[config.mk]
export PLATFORM = sky130hd
export DESIGN_NAME = mips_multicycle_ctrl
export DESIGN_NICKNAME = d
export VERILOG_FILES = /design/src/rtl/mips_multicycle_ctrl.sv
export SDC_FILE = /design/constraint.sdc
export NUM_CORES = 1
export LEC_CHECK = 0
export CAP_MARGIN = 10
export CORE_ASPECT_RATIO = 1.2
export CORE_UTILIZATION = 41
export CTS_CLUSTER_SIZE = 20
export DETAILED_ROUTE_END_ITERATION = 7
export GPL_TIMING_DRIVEN = 0
export PLACE_DENSITY = 0.95
export SYNTH_ARGS = -nofsm -noshare
export SYNTH_HDL_FRONTEND = slang
export SYNTH_SLANG_ARGS = --single-unit
[constraint.sdc]
create_clock -name clk -period 2.8 [get_ports clk]
set_clock_uncertainty 0.1 [all_clocks]
set_input_delay 0.56 -clock clk [delete_from_list [all_inputs] [get_ports clk]]
set_output_delay 0.56 -clock clk [all_outputs]
set_load 0.02 [all_outputs]
[src/rtl/mips_multicycle_ctrl.sv]
`default_nettype none
// ============================================================================
// Module   : mips_multicycle_ctrl
// Brief    : Multicycle MIPS control unit. It sequences the datapath enables
//            and mux selects, decodes opcode/funct into ALU operation codes,
//            samples the ALU zero flag for branches, and waits on the memory
//            ready handshake.
// Revision : 1.0 - initial release
// ============================================================================
module mips_multicycle_ctrl (
  input  logic       clk,
  input  logic       rst,
  input  logic [5:0] opcode,
  input  logic [5:0] funct,
  input  logic       alu_zero,
  input  logic       mem_ready,
  output logic       pc_write,
  output logic       pc_write_cond,
  output logic       iord,
  output logic       mem_read,
  output logic       mem_write,
  output logic       ir_write,
  output logic       mem_to_reg,
  output logic       reg_dst,
  output logic       reg_write,
  output logic       alu_src_a,
  output logic [1:0] alu_src_b,
  output logic [1:0] pc_source,
  output logic [3:0] alu_op,
  output logic       illegal_instr,
  output logic [3:0] state_out
);

  typedef enum logic [3:0] {
    S_FETCH  = 4'd0,
    S_DECODE = 4'd1,
    S_MEMADR = 4'd2,
    S_MEMRD  = 4'd3,
    S_MEMWB  = 4'd4,
    S_MEMWR  = 4'd5,
    S_EXEC   = 4'd6,
    S_RWB    = 4'd7,
    S_BRANCH = 4'd8,
    S_JUMP   = 4'd9,
    S_ADDI   = 4'd10,
    S_IWB    = 4'd11
  } state_t;

  localparam logic [3:0] c_alu_and = 4'b0000;
  localparam logic [3:0] c_alu_or  = 4'b0001;
  localparam logic [3:0] c_alu_add = 4'b0010;
  localparam logic [3:0] c_alu_sll = 4'b0011;
  localparam logic [3:0] c_alu_sub = 4'b0110;
  localparam logic [3:0] c_alu_slt = 4'b0111;
  localparam logic [3:0] c_alu_nor = 4'b1100;

  localparam logic [5:0] c_op_rtype = 6'h00;
  localparam logic [5:0] c_op_j     = 6'h02;
  localparam logic [5:0] c_op_beq   = 6'h04;
  localparam logic [5:0] c_op_addi  = 6'h08;
  localparam logic [5:0] c_op_lw    = 6'h23;
  localparam logic [5:0] c_op_sw    = 6'h2B;

  state_t state_q;
  state_t state_d;

  // State register; reset returns to FETCH immediately, independent of clk.
  always_ff @(posedge clk or posedge rst) begin
    if (rst) begin
      state_q <= S_FETCH;
    end else begin
      state_q <= state_d;
    end
  end

  // Next-state and output decode. Outputs are combinational from the state
  // so that the first FETCH request is visible as soon as rst falls, and are
  // gated to zero for as long as rst is high.
  always_comb begin
    state_d       = S_FETCH;
    pc_write      = 1'b0;
    pc_write_cond = 1'b0;
    iord          = 1'b0;
    mem_read      = 1'b0;
    mem_write     = 1'b0;
    ir_write      = 1'b0;
    mem_to_reg    = 1'b0;
    reg_dst       = 1'b0;
    reg_write     = 1'b0;
    alu_src_a     = 1'b0;
    alu_src_b     = 2'b00;
    pc_source     = 2'b00;
    alu_op        = c_alu_and;
    illegal_instr = 1'b0;
    state_out     = state_q;

    case (state_q)
      S_FETCH: begin
        // PC+4 is computed every cycle; IR and PC only load on completion.
        mem_read  = 1'b1;
        alu_src_b = 2'b01;
        alu_op    = c_alu_add;
        ir_write  = mem_ready;
        pc_write  = mem_ready;
        state_d   = mem_ready ? S_DECODE : S_FETCH;
      end
      S_DECODE: begin
        // Speculatively form the branch target into ALUOut.
        alu_src_b = 2'b11;
        alu_op    = c_alu_add;
        case (opcode)
          c_op_rtype: state_d = S_EXEC;
          c_op_lw,
          c_op_sw:    state_d = S_MEMADR;
          c_op_beq:   state_d = S_BRANCH;
          c_op_j:     state_d = S_JUMP;
          c_op_addi:  state_d = S_ADDI;
          default: begin
            illegal_instr = 1'b1;
            state_d       = S_FETCH;
          end
        endcase
      end
      S_MEMADR: begin
        alu_src_a = 1'b1;
        alu_src_b = 2'b10;
        alu_op    = c_alu_add;
        state_d   = (opcode == c_op_sw) ? S_MEMWR : S_MEMRD;
      end
      S_MEMRD: begin
        mem_read = 1'b1;
        iord     = 1'b1;
        state_d  = mem_ready ? S_MEMWB : S_MEMRD;
      end
      S_MEMWB: begin
        reg_write  = 1'b1;
        mem_to_reg = 1'b1;
        state_d    = S_FETCH;
      end
      S_MEMWR: begin
        mem_write = 1'b1;
        iord      = 1'b1;
        state_d   = mem_ready ? S_FETCH : S_MEMWR;
      end
      S_EXEC: begin
        alu_src_a = 1'b1;
        state_d   = S_RWB;
        case (funct)
          6'h20:   alu_op = c_alu_add;
          6'h22:   alu_op = c_alu_sub;
          6'h24:   alu_op = c_alu_and;
          6'h25:   alu_op = c_alu_or;
          6'h27:   alu_op = c_alu_nor;
          6'h2A:   alu_op = c_alu_slt;
          6'h00:   alu_op = c_alu_sll;
          default: begin
            // Unsupported funct: abandon the instruction before writeback.
            alu_op        = c_alu_add;
            illegal_instr = 1'b1;
            state_d       = S_FETCH;
          end
        endcase
      end
      S_RWB: begin
        reg_write = 1'b1;
        reg_dst   = 1'b1;
        state_d   = S_FETCH;
      end
      S_BRANCH: begin
        // A - B; the datapath qualifies the PC load with alu_zero.
        alu_src_a     = 1'b1;
        alu_op        = c_alu_sub;
        pc_write_cond = 1'b1;
        pc_source     = 2'b01;
        state_d       = S_FETCH;
      end
      S_JUMP: begin
        pc_write  = 1'b1;
        pc_source = 2'b10;
        state_d   = S_FETCH;
      end
      S_ADDI: begin
        alu_src_a = 1'b1;
        alu_src_b = 2'b10;
        alu_op    = c_alu_add;
        state_d   = S_IWB;
      end
      S_IWB: begin
        reg_write = 1'b1;
        state_d   = S_FETCH;
      end
      default: begin
        // Unused encodings: all outputs stay at their zero defaults.
        state_d = S_FETCH;
      end
    endcase

    if (rst) begin
      pc_write      = 1'b0;
      pc_write_cond = 1'b0;
      iord          = 1'b0;
      mem_read      = 1'b0;
      mem_write     = 1'b0;
      ir_write      = 1'b0;
      mem_to_reg    = 1'b0;
      reg_dst       = 1'b0;
      reg_write     = 1'b0;
      alu_src_a     = 1'b0;
      alu_src_b     = 2'b00;
      pc_source     = 2'b00;
      alu_op        = 4'b0000;
      illegal_instr = 1'b0;
      state_out     = 4'd0;
    end
  end

endmodule
`default_nettype wire
; After elaboration in Yosys (flattened, before gate mapping)
; Cells that the tools add are included.
[op_classes]
n_eq_ne = 22
muxes = 39
reduce_logical = 12
[op_table]
columns = op, count
row1 = "6-bit equality test, second input constant", 8
row2 = 4-bit case mux with 7 select lines, 1
row3 = 4-bit case mux with 6 select lines, 1
row4 = 1-bit two-way mux, 23
row5 = 4-bit case mux with 5 select lines, 1
row6 = "4-bit by 3-bit equality test with 1-bit output, second input constant", 4
row7 = "4-bit equality test, second input constant", 4
row8 = 6-bit zero test, 2
row9 = 3-bit two-way mux, 4
row10 = 4-bit case mux with 3 select lines, 1
row11 = "4-bit by 2-bit equality test with 1-bit output, second input constant", 2
row12 = 4-bit two-way mux, 2
row13 = 2-bit OR reduction, 4
row14 = 4-bit OR reduction, 2
row15 = 7-bit OR reduction, 1
row16 = "6-bit by 2-bit equality test with 1-bit output, second input constant", 1
row17 = "6-bit by 3-bit equality test with 1-bit output, second input constant", 1
row18 = "6-bit by 4-bit equality test with 1-bit output, second input constant", 1
row19 = 2-bit case mux with 3 select lines, 1
row20 = 6-bit OR reduction, 1
row21 = "4-bit by 1-bit equality test with 1-bit output, second input constant", 1
row22 = 4-bit zero test, 1
row23 = 2-bit two-way mux, 2
row24 = 1-bit case mux with 2 select lines, 2
row25 = other kinds (2), 2
[word_totals]
regBits = 4
wordCells = 74

; Longest topological paths before layout
[depth]
word_depth = 5
depth_mapped = 5

; Worst setup path before layout
; OpenSTA, ideal clock, no wires.
[synth_path]
kind = in2out
start = in rst
end = out alu_src_a
arrival_ns = 1.878
required_time_ns = 2.140
slack_ns = 0.262
cell_stages = 2
path_buffers = 1
cell_sequence = clkbuf_1 a2111oi_0
[synth_via]
elab_chain_cells = 1
[synth_lines]
columns = element, line_no
row1 = from (decl), 12  ; input logic rst,
row2 = 1-bit two-way mux, 198  ; if (rst) begin
row3 = to (decl), 26  ; output logic alu_src_a,
; No other way between the ends.

; Worst setup path after layout
[layout_path]
start = in rst
end = out pc_write
[layout_via]
elab_chain_cells = 1
[layout_lines]
columns = element, line_no
row1 = 1-bit two-way mux, 198
row2 = to (decl), 17  ; output logic pc_write,
; No other way between the ends.

==> results by group <==
Worst setup path
  • Required time of the worst setup path: 2.14 ns
  • Crit path arrival time: 2.05 ns
  • R2r worst-path depth: 4
  • CP Class: primary input to output pin
  • RR Startpoint: state_q[1]$_DFF_PP0_
  • RR Endpoint: state_q[0]$_DFF_PP0_
  • Flop2flop setup slack: 1.09 ns
  • CP endpoint kind: output pin
  • Crit path launch type: primary input
  • Maximum fanout along the worst path: 10

Worst hold path
  • Hold Crit Class: primary input to asynchronous set/reset pin

Clock tree
  • Worst-path clk slew: 0.04 ns
  • H-Tree Depth: 1
  • Clock tree buffer depth: 2
  • Worst skew pair latency: 0.24 ns
  • Clock Sinks: 4
  • CTS tree: yes
  • CTS Hold Bufs: 0
  • Root buffer cell: clkbuf_4
  • Post-CTS Setup Repair Bufs: 0
  • Post_cts resized: 29
  • Num CTS Buffers: 3

Synth
  • Post-Syn Area: 696 um2
  • Number of synthesis warnings: 0
  • Synth cell types: 44
  • Main synth FF type: dfrtp_1
  • Compound-Gate Fraction of Synth Area: 27.2%
  • Synthesized Nets: 120
  • Post-synth ARST share: 100%
  • Simple-gate portion of the synthesized area: 46.6%
  • Sequential element share of the synthesized area: 14.4%
  • Register bit total from synthesis: 4
  • Post-synth EDFFs: 0
  • Xor/xnor cell area share of the yosys netlist: 2.52%
  • Adder-cell area share of the yosys netlist: 0%
  • Mapped Cells: 104
  • Synthesized area per cell: 6.69 um2
  • Post-synthesis mux area share: 0%
  • Largest family of logic cells by synthesized area: simple AND/OR/NAND/NOR gates

Timing
  • Final period utilization: 96.7%
  • Tmin final: 2.71 ns
  • Total Neg Setup Slack: 0 ns
  • Worst slew pin tran: 0.437 ns
  • Slew margin rel.: 70.6%
  • Fin. Hold Viols: 0
  • Fin. max-slew vios: 0
  • F_max: 369 MHz
  • RSZ-0062 raised after global routing: no
  • Setup ws final: 0.0910 ns
  • Setup Viol. Count Final: 0

Die
  • Initial Utilization: 46.3%
  • Die width: 39.6 um
  • Core Rows: 15
  • Die ar.: 1870 um2
  • IO Pins: 39
  • Die Ht: 47.1 um
  • Core area: 1500 um2

Placement
  • HPWL Detailed: 1.77 mm
  • Post-placement setup slack: -0.419 ns
  • Placer's final routability congestion estimate: 0.876
  • Placed insts: 158
  • Placed Instance Area: 1090 um2
  • # port buffers: 37

Finish
  • NumNets Final: 162
  • Biggest regs: state_q x4
  • Non-Filler Cell Area, Final: 1120 um2
  • Max reg flops: 4
  • Post-layout util: 74.7%
  • Inserted Diodes: 0
  • Area Overhead vs Synth: 61.2%
  • Register with the most flip-flops: state_q
  • Post-route insts no fill: 161
  • Share of cells above drive strength 1: 15.3%

Detailed routing
  • Pre-Repair DR Iteration Count: 4
  • Final wirelength: 2.34 mm
  • Post-DRT Antenna Nets: 0
  • Wire per inst: 14.5 um
  • Iter 0 DRT Violations: 21
  • Vias post-DR: 954
  • Via density: 5.93
  • DRC: 0

Run
  • Max-Cap Viols: 0

Global route
  • Grt ovf: 0
  • Initial antenna violation count: 0
  • Global-route wire length before repair: 3.46 mm
  • Gr usage total: 27.1%
  • Vias in the first global route: 842
  • Largest net degree at the start of global routing: 11

Power and ir drop
  • Power Dens Cells: 490 nW/um2
  • Leak: 0.550 nW
  • VDD IR max: 0.498 mV

Run status
  • Outcome: complete, no violations
==> cells in the final DEF, fill, tap and decap left out, types with 3 or more instances in the layout <==
cell and count:
a21oi_1 3, dfrtp_1 4, dlygate4sd2_1 11, nand3_1 3
clkbuf_4 3, inv_1 5, o21ai_0 6, clkdlybuf4s50_1 15
nor2b_1 4, dlymetal6s2s_1 6, nor3_1 7, clkbuf_2 3
nand4_1 3, nand2_1 6, nor2_1 15, and3_1 4
==> cells by family (layout without fill, tap and decap cells) <==
| group | count (synthesis) | after routing |
|---|---|---|
| simple gates | 59 | 59 |
| buf+inv | 13 | 53 |
| flops | 4 | 4 |
| xor+xnor | 2 | 2 |
| compound gates | 26 | 26 |
==> metrics by stage <==
stage | hold slack (ns) | total power [mW]
2_1_floorplan | 0.234 | 0.330
3_3_place_gp | 0.504 | 0.476
3_5_place_dp | 0.501 | 0.487
4_1_cts | 0.480 | 0.553
5_1_grt | 0.532 | 0.586
6_report | 0.498 | 0.549
==> cell type report <==
class / count / area, um2
flip-flops and latches: 4 / 100
repair buffers: 37 / 350
multi-input cells: 87 / 554
clock buffers: 3 / 22.5
fillers: 130 / 380
well taps: 17 / 21.3
inverters: 6 / 22.5
plain buffers: 7 / 50.0
==> cell usage after synthesis, drive strengths merged, types with 2 or more instances <==
library cell	n	area, um2
and3	4	25.0
a2111oi	2	17.5
nand3	3	15.0
a31oi	2	12.5
a21oi	3	15.0
dfrtp	4	100
o211ai	2	15.0
or4	2	18.8
nor4	2	12.5
o21ai	6	30.0
inv	6	22.5
nand2	6	22.5
clkbuf	3	11.3
nand2b	3	21.3
nor3	9	45.0
nor2	15	56.3
nand4	3	18.8
nor2b	4	25.0
buf	4	31.3
==> worst max-delay path, cell delays in order <==
cell	delay (ns)
clkdlybuf4s50_1	0.54
buf_6	0.17
nor3_2	0.06
and3_1	0.21
or2_1	0.19
dlygate4sd2_1	0.31
==> power by group <==
group / total (mW) / internal, mW / leakage, nW / switching (mW)
registers: 0.0889 / 0.0720 / 0.0538 / 0.0169
clock network: 0.0745 / 0.0481 / 0.0138 / 0.0263
logic: 0.386 / 0.162 / 0.482 / 0.224
==> worst max path at each step <==
| stage | endpoint | slack (ns) | start |
|---|---|---|---|
| 3_5_place_dp | illegal_instr | -0.42 | funct[3] |
| 2_1_floorplan | alu_src_a | 0.26 | rst |
| 4_1_cts | alu_op[2] | -0.007 | funct[4] |
| 6_report | pc_write | 0.09 | rst |
| 3_3_place_gp | illegal_instr | -0.42 | funct[3] |
| 5_1_grt | illegal_instr | 0.02 | funct[2] |
==> metal layers <==
| metal | vias to the layer above | part of all wire, % | GRT usage [%] |
|---|---|---|---|
| met5 | - | 0 | 0 |
| met1 | 431 | 38 | 31.3 |
| met2 | 44 | 55 | 47.5 |
| li1 | 475 | - | - |
| met4 | 0 | 1.5 | 19.3 |
| met3 | 4 | 5.4 | 0.474 |
No activity file was read; power rests on OpenSTA's default activity.
